**src/rtl/mdu_issue_pkg.sv**
```systemverilog
// Shared constants for the M-extension issue controller: funct3 op codes,
// FSM state encoding and the MDU response timeout limit.
package mdu_issue_pkg;

   localparam logic [2:0] F3_MUL    = 3'b000;
   localparam logic [2:0] F3_MULH   = 3'b001;
   localparam logic [2:0] F3_MULHSU = 3'b010;
   localparam logic [2:0] F3_MULHU  = 3'b011;
   localparam logic [2:0] F3_DIV    = 3'b100;
   localparam logic [2:0] F3_DIVU   = 3'b101;
   localparam logic [2:0] F3_REM    = 3'b110;
   localparam logic [2:0] F3_REMU   = 3'b111;

   typedef enum logic [1:0] {
      ST_IDLE  = 2'd0,
      ST_ISSUE = 2'd1,
      ST_WAIT  = 2'd2,
      ST_DRAIN = 2'd3
   } state_t;

   localparam logic [5:0] TMO_LIMIT = 6'd63;
   // Last counter value before the timeout fires; err lands TMO_LIMIT cycles after entry.
   localparam logic [5:0] TMO_LAST  = TMO_LIMIT - 6'd1;

endpackage

```
**src/rtl/mdu_issue_if.sv**
```systemverilog
// Core-side request/response and MDU-side handshake bundle of mdu_issue.
// slave is the controller's view, master the view of the core plus MDU around it.
interface mdu_issue_if;

   logic        req_valid;
   logic [2:0]  req_funct3;
   logic [31:0] req_rs1;
   logic [31:0] req_rs2;
   logic [4:0]  req_rd;
   logic        flush;
   logic        stall;
   logic        rsp_valid;
   logic [31:0] rsp_data;
   logic [4:0]  rsp_rd;
   logic        err;
   logic        mdu_start;
   logic [2:0]  mdu_operation;
   logic [31:0] mdu_x;
   logic [31:0] mdu_y;
   logic        mdu_done;
   logic [31:0] mdu_result;

   modport slave (
      input  req_valid, req_funct3, req_rs1, req_rs2, req_rd, flush,
      input  mdu_done, mdu_result,
      output stall, rsp_valid, rsp_data, rsp_rd, err,
      output mdu_start, mdu_operation, mdu_x, mdu_y
   );

   modport master (
      output req_valid, req_funct3, req_rs1, req_rs2, req_rd, flush,
      output mdu_done, mdu_result,
      input  stall, rsp_valid, rsp_data, rsp_rd, err,
      input  mdu_start, mdu_operation, mdu_x, mdu_y
   );

endinterface

```
**src/rtl/mdu_bypass_check.sv**
```systemverilog
// Detects the divide/remainder corner cases whose RISC-V result is fixed,
// so they can be answered without starting the MDU.
module mdu_bypass_check
   import mdu_issue_pkg::*;
(
   input  logic [2:0]  funct3,
   input  logic [31:0] x,
   input  logic [31:0] y,
   output logic        bypass,
   output logic [31:0] result
);

   always_comb begin
      bypass = 1'b0;
      result = '0;
      if (y == 32'h0000_0000) begin
         case (funct3)
            F3_DIV, F3_DIVU: begin
               bypass = 1'b1;
               result = 32'hFFFF_FFFF;
            end
            F3_REM, F3_REMU: begin
               bypass = 1'b1;
               result = x;
            end
            default: ;
         endcase
      end else if (x == 32'h8000_0000 && y == 32'hFFFF_FFFF) begin
         // Signed overflow: quotient wraps to the dividend, remainder is zero.
         case (funct3)
            F3_DIV: begin
               bypass = 1'b1;
               result = 32'h8000_0000;
            end
            F3_REM: begin
               bypass = 1'b1;
               result = 32'h0000_0000;
            end
            default: ;
         endcase
      end
   end

endmodule

```
**src/rtl/mdu_issue.sv**
```systemverilog
// Issue/handshake controller between the core execute stage and the MDU.
//
//   state    | meaning
//   ---------+------------------------------------------------------------
//   ST_IDLE  | accept a request; bypass cases answered here directly
//   ST_ISSUE | mdu_start pulse with latched operands
//   ST_WAIT  | wait for mdu_done, then respond; timeout raises err
//   ST_DRAIN | flushed request still running in the MDU; discard result
module mdu_issue
   import mdu_issue_pkg::*;
(
   input  logic   clk,
   input  logic   rst_n,
   mdu_issue_if.slave bus
);

   state_t      state;
   logic [2:0]  op_q;
   logic [31:0] x_q;
   logic [31:0] y_q;
   logic [4:0]  rd_q;
   logic [5:0]  tmo_cnt;

   logic        bp_hit;
   logic [31:0] bp_result;
   logic        accept;

   mdu_bypass_check u_bypass (
      .funct3 (bus.req_funct3),
      .x      (bus.req_rs1),
      .y      (bus.req_rs2),
      .bypass (bp_hit),
      .result (bp_result)
   );

   assign accept = (state == ST_IDLE) && bus.req_valid && !bus.flush;

   // Stall must act in the same cycle the core presents the request.
   assign bus.stall = (state != ST_IDLE) || (accept && !bp_hit);

   assign bus.mdu_operation = op_q;
   assign bus.mdu_x         = x_q;
   assign bus.mdu_y         = y_q;

   always_ff @(posedge clk or negedge rst_n) begin
      if (!rst_n) begin
         state         <= ST_IDLE;
         op_q          <= '0;
         x_q           <= '0;
         y_q           <= '0;
         rd_q          <= '0;
         tmo_cnt       <= '0;
         bus.mdu_start <= 1'b0;
         bus.rsp_valid <= 1'b0;
         bus.rsp_data  <= '0;
         bus.rsp_rd    <= '0;
         bus.err       <= 1'b0;
      end else begin
         bus.mdu_start <= 1'b0;
         bus.rsp_valid <= 1'b0;
         bus.err       <= 1'b0;
         case (state)
            ST_IDLE: begin
               if (accept) begin
                  op_q <= bus.req_funct3;
                  x_q  <= bus.req_rs1;
                  y_q  <= bus.req_rs2;
                  rd_q <= bus.req_rd;
                  if (bp_hit) begin
                     bus.rsp_valid <= 1'b1;
                     bus.rsp_data  <= bp_result;
                     bus.rsp_rd    <= bus.req_rd;
                  end else begin
                     bus.mdu_start <= 1'b1;
                     state         <= ST_ISSUE;
                  end
               end
            end
            ST_ISSUE: begin
               tmo_cnt <= '0;
               state   <= bus.flush ? ST_DRAIN : ST_WAIT;
            end
            ST_WAIT: begin
               if (bus.flush) begin
                  tmo_cnt <= '0;
                  state   <= bus.mdu_done ? ST_IDLE : ST_DRAIN;
               end else if (bus.mdu_done) begin
                  bus.rsp_valid <= 1'b1;
                  bus.rsp_data  <= bus.mdu_result;
                  bus.rsp_rd    <= rd_q;
                  state         <= ST_IDLE;
               end else if (tmo_cnt == TMO_LAST) begin
                  bus.err <= 1'b1;
                  tmo_cnt <= TMO_LIMIT;
                  state   <= ST_IDLE;
               end else begin
                  tmo_cnt <= tmo_cnt + 6'd1;
               end
            end
            ST_DRAIN: begin
               if (bus.mdu_done) begin
                  state <= ST_IDLE;
               end else if (tmo_cnt == TMO_LAST) begin
                  bus.err <= 1'b1;
                  tmo_cnt <= TMO_LIMIT;
                  state   <= ST_IDLE;
               end else begin
                  tmo_cnt <= tmo_cnt + 6'd1;
               end
            end
            default: state <= ST_IDLE;
         endcase
      end
   end

endmodule

```
**src/flat_wrapper.sv**
```systemverilog
// flat-port wrapper written by rule: the top's interface ports become plain ports
module mdu_issue_flat import mdu_issue_pkg::*;
  (clk, rst_n, bus_req_valid, bus_req_funct3, bus_req_rs1, bus_req_rs2, bus_req_rd, bus_flush, bus_mdu_done, bus_mdu_result, bus_stall, bus_rsp_valid, bus_rsp_data, bus_rsp_rd, bus_err, bus_mdu_start, bus_mdu_operation, bus_mdu_x, bus_mdu_y);
  mdu_issue_if bus_i ();
  input  logic clk;
  input  logic rst_n;
  input wire logic [$bits(bus_i.req_valid)-1:0] bus_req_valid;
  input wire logic [$bits(bus_i.req_funct3)-1:0] bus_req_funct3;
  input wire logic [$bits(bus_i.req_rs1)-1:0] bus_req_rs1;
  input wire logic [$bits(bus_i.req_rs2)-1:0] bus_req_rs2;
  input wire logic [$bits(bus_i.req_rd)-1:0] bus_req_rd;
  input wire logic [$bits(bus_i.flush)-1:0] bus_flush;
  input wire logic [$bits(bus_i.mdu_done)-1:0] bus_mdu_done;
  input wire logic [$bits(bus_i.mdu_result)-1:0] bus_mdu_result;
  output wire logic [$bits(bus_i.stall)-1:0] bus_stall;
  output wire logic [$bits(bus_i.rsp_valid)-1:0] bus_rsp_valid;
  output wire logic [$bits(bus_i.rsp_data)-1:0] bus_rsp_data;
  output wire logic [$bits(bus_i.rsp_rd)-1:0] bus_rsp_rd;
  output wire logic [$bits(bus_i.err)-1:0] bus_err;
  output wire logic [$bits(bus_i.mdu_start)-1:0] bus_mdu_start;
  output wire logic [$bits(bus_i.mdu_operation)-1:0] bus_mdu_operation;
  output wire logic [$bits(bus_i.mdu_x)-1:0] bus_mdu_x;
  output wire logic [$bits(bus_i.mdu_y)-1:0] bus_mdu_y;
  assign bus_i.req_valid = bus_req_valid;
  assign bus_i.req_funct3 = bus_req_funct3;
  assign bus_i.req_rs1 = bus_req_rs1;
  assign bus_i.req_rs2 = bus_req_rs2;
  assign bus_i.req_rd = bus_req_rd;
  assign bus_i.flush = bus_flush;
  assign bus_i.mdu_done = bus_mdu_done;
  assign bus_i.mdu_result = bus_mdu_result;
  assign bus_stall = bus_i.stall;
  assign bus_rsp_valid = bus_i.rsp_valid;
  assign bus_rsp_data = bus_i.rsp_data;
  assign bus_rsp_rd = bus_i.rsp_rd;
  assign bus_err = bus_i.err;
  assign bus_mdu_start = bus_i.mdu_start;
  assign bus_mdu_operation = bus_i.mdu_operation;
  assign bus_mdu_x = bus_i.mdu_x;
  assign bus_mdu_y = bus_i.mdu_y;
  mdu_issue u_core (.clk(clk), .rst_n(rst_n), .bus(bus_i));
endmodule
```
**config.mk**
```make
export PLATFORM = sky130hd
export DESIGN_NAME = mdu_issue_flat
export DESIGN_NICKNAME = d
export VERILOG_FILES = /design/src/rtl/mdu_issue_pkg.sv /design/src/rtl/mdu_issue_if.sv /design/src/rtl/mdu_bypass_check.sv /design/src/rtl/mdu_issue.sv /design/src/flat_wrapper.sv
export SDC_FILE = /design/constraint.sdc
export NUM_CORES = 1
export LEC_CHECK = 0
export BUFFER_PORTS_ARGS = -buffer_cell sky130_fd_sc_hd__buf_4
export CAP_MARGIN = 25
export CELL_PAD_IN_SITES_DETAIL_PLACEMENT = 0
export CELL_PAD_IN_SITES_GLOBAL_PLACEMENT = 2
export CORE_MARGIN = 2
export CORE_UTILIZATION = 34
export CTS_CLUSTER_DIAMETER = 150
export DETAILED_ROUTE_END_ITERATION = 10
export PLACE_DENSITY_LB_ADDON = 0.1
export SYNTH_ARGS = -nofsm -noshare
export SYNTH_HDL_FRONTEND = slang
export SYNTH_HIERARCHICAL = 1
export SYNTH_SLANG_ARGS = --single-unit
```
**constraint.sdc**
```tcl
create_clock -name clk -period 4.3 [get_ports clk]
set_input_delay 0.43 -clock clk [delete_from_list [all_inputs] [get_ports clk]]
set_output_delay 0.43 -clock clk [all_outputs]
set_load 0.01 [all_outputs]
```
==> key figures <==
Outcome
  • Status: complete, no violations

Clocking
  • H-Tree Depth: 4
  • CTS tree: done
  • Post-CTS Setup Inserts: 0
  • Worst-Skew Late Latency: 0.42 ns
  • Clock transition at path regs: 0.06 ns
  • CTS Hold Bufs: 0
  • CTS sink cnt: 120
  • CTS root buf: clkbuf_16
  • CTS Buffer Depth: 2
  • Post-CTS Resized: 0
  • TritonCTS buffer count: 17

Logic synthesis
  • Post-Synthesis Cell Area: 5970 sq um
  • Mux share of post-synthesis cell area: 0.306
  • Post-synthesis compound-gate area fraction: 0.0629
  • Most used DFF post-synth: dfrtp_1
  • Register area share after synthesis: 0.503
  • FF+latch count, synth: 120
  • Synth Area in Simple Gates: 0.0650
  • Yosys cell types: 47
  • Largest family of logic cells by synthesized area: multiplexers
  • Ys async rst share: 1.00
  • Post-Synth Adder-Cell Area: 0.00419
  • Synthesized area per cell: 13.3 sq um
  • Post-synth EDFFs: 0
  • Xor/xnor share of the synthesized area: 0
  • Synth Warn #: 6
  • Post-Synthesis Cells: 450
  • Syn Nets: 561

Setup path
  • CP top delay family: simple AND/OR/NAND/NOR gates
  • Worst-path maximum fanout: 46
  • WP buf/inv: 1
  • WP data required: 4.60 ns
  • Setup crit start kind: flip-flop
  • Launch point of the worst path: u_core/state[1]
  • CP peak stage delay: 0.78 ns
  • Worst Setup Path Type: flip-flop to flip-flop
  • WP data arrival: 2.93 ns
  • Cells along the critical path: or2_1 -> nor2_4 -> buf_12 -> mux2_2
  • CP endpoint kind: flip-flop
  • Slowest CP cell: nor2_4
  • Worst r2r src: u_core/state[1]

Routing
  • Starting DRT DRC Count: 144
  • Final WL: 17100 microns
  • # DRC: 0
  • Vias: 4427
  • Detailed Routing Iterations Pass 1: 4
  • Vias per cell: 4.89
  • Post-route ant nets: 0
  • Avg WL per Cell: 18.9 microns

STA
  • Worst Clk Skew: 0.00821 ns
  • Min Hold Slack: 0.256 ns
  • # setup viols final: 0
  • TNS Setup: 0 ns
  • Final Critical Period: 2.63 ns
  • FMAX: 0.380 GHz
  • Pins Over Slew Limit: 0
  • Unrepaired setup endpoints after global routing: false
  • Relative slew margins: 0.352
  • Tightest Pin Transition: 0.969 ns
  • Final period utilization: 0.612
  • Final count of hold timing violations: 0

Cells and area
  • Final instance area: 8390 sq um
  • Layout cells sized above 1: 0.598
  • # nets final: 779
  • Area grow syn2layout: 40.6%
  • Diodes inserted: 0

Hold path
  • Hold Path Class: input pin to flip-flop
  • Min-Delay Startpoint: bus_req_rd[4]

Power
  • P per Cell Area: 692 nW/um^2
  • Worst VDD drop: 0.355 mV
  • Cell leakage power: 4.03 nW

GRT
  • Global Route Usage Sum: 0.188
  • Number of global-route vias before repair: 4684
  • Global-route wire length before repair: 26500 microns
  • Largest net degree at the start of global routing: 76
  • Initial antenna violation count: 0
  • Total congestion overflow: 0

Placed design
  • Number of port buffers: 216
  • HPWL after DPL: 12400 microns
  • Placed Area: 7740 sq um
  • Placer Congestion: 0.782

Floorplanning
  • Die width: 136 microns
  • Die H: 136 microns
  • Die Footprint: 18600 sq um
  • Starting Density: 0.346
  • Core footprint: 17200 sq um
  • Num rows: 48
  • Boundary pin count: 217

Job
  • Max Cap Viol: 0
## worst reg2reg max path, cell delays in order (launching register included)
cell and delay (ns):
dfrtp_1 0.56, or2_1 0.40, nor2_4 0.78, buf_12 0.35, mux2_2 0.44
## report_power, final
group / total [mW] / switching, mW / internal [mW]
logic: 2.34 / 0.950 / 1.39
clock network: 1.47 / 0.501 / 0.969
registers: 2.00 / 0.328 / 1.67
total: 5.81 / 1.78 / 4.03
## state kept, by name, summed over array words and instances, names as in the netlist
register	count
u_core/bus.mdu_operation	3
u_core/tmo_cnt	6
u_core/bus.mdu_y	32
u_core/state	2
u_core/bus.rsp_rd	5
u_core/bus.rsp_data	32
u_core/rd_q	5
u_core/bus.err	1
u_core/bus.rsp_valid	1
u_core/bus.mdu_start	1
u_core/bus.mdu_x	32
## synth_stat cells, types with 2 or more instances
cell,count,area share
nand2b_1,2,0.0021
nor4_1,14,0.015
inv_1,39,0.025
dfrtp_1,120,0.50
buf_4,8,0.010
buf_2,2,0.0017
mux2_4,49,0.12
nor3_1,3,0.0025
nand4_1,12,0.013
nor4bb_1,2,0.0034
a21oi_2,10,0.015
nor2_1,3,0.0019
o21ai_0,2,0.0017
a21oi_1,23,0.019
a2bb2oi_1,2,0.0029
mux2_1,6,0.011
a211oi_1,2,0.0025
buf_8,2,0.0050
nand3_1,3,0.0025
o22ai_1,4,0.0042
o211ai_1,2,0.0025
mux2_2,91,0.17
buf_6,7,0.013
nand4b_1,2,0.0029
nand3b_1,3,0.0038
a31oi_1,4,0.0042
clkbuf_1,6,0.0038
ha_1,2,0.0042
nand2_1,7,0.0044
## logic make-up after synthesis
family                   Yosys count
buffers and inverters             64
multiplexers                     146
AO/OA/AOI/OAI                     56
AND/OR/NAND/NOR                   62
adder cells (fa/ha/maj)            2
flip-flops                       120
## layout by cell type (no fill, tap or decap), types with 4 or more instances in the layout
master | netlist | layout
nand2_1 | 7 | 7
clkinv_2 | 0 | 4
a21oi_1 | 23 | 23
dfrtp_1 | 120 | 120
a31oi_1 | 4 | 4
clkbuf_16 | 0 | 17
nor4_1 | 14 | 14
mux2_4 | 49 | 49
inv_1 | 39 | 39
clkbuf_8 | 0 | 4
o22ai_1 | 4 | 4
a21oi_2 | 10 | 10
mux2_1 | 6 | 6
mux2_2 | 91 | 91
buf_4 | 8 | 221
nand4_1 | 12 | 12
## layout make-up
type                            count  area [sq um]
Fill cell                        1596          8850
Tap cell                          225           282
Timing Repair Buffer              224          1720
Inverter                           39           146
Clock inverter                      8           118
Multi-Input combinational cell    266          2630
Clock buffer                       24           492
Sequential cell                   120          3000
## worst paths after layout
path                                               end  slack, ns  cells past startpoint
setup / recovery                  u_core/bus.mdu_y[24]       1.67                      4
min in group asynchronous         u_core/bus.rsp_valid       0.38                      2
hold / removal                          u_core/rd_q[4]       0.26                      2
max in group asynchronous          u_core/bus.mdu_x[2]       2.68                      4
setup reg to reg                  u_core/bus.mdu_y[24]       1.67                      4
hold reg to reg            u_core/bus.mdu_operation[1]       0.49                      1
## stage by stage
stage	setup slack, ns	utilization	power (mW)	instances
after floorplan	1.90	-	3.24	450
after global placement	1.36	0.449	4.34	872
after detailed placement	1.35	0.449	4.38	872
after CTS	1.65	0.484	5.88	904
after global routing	1.51	0.487	6.14	906
final	1.67	0.487	5.81	906
## metal layers
metal	global-route usage	share of wire	routed length [microns]	up-vias
met3	0.0574	0.061	1040	13
met2	0.314	0.50	8510	130
met5	0	0	0	-
met1	0.233	0.43	7410	2211
li1	-	-	-	2073
met4	0.0573	0.010	173	0
Note: power is estimated with default switching activity, not from simulation.
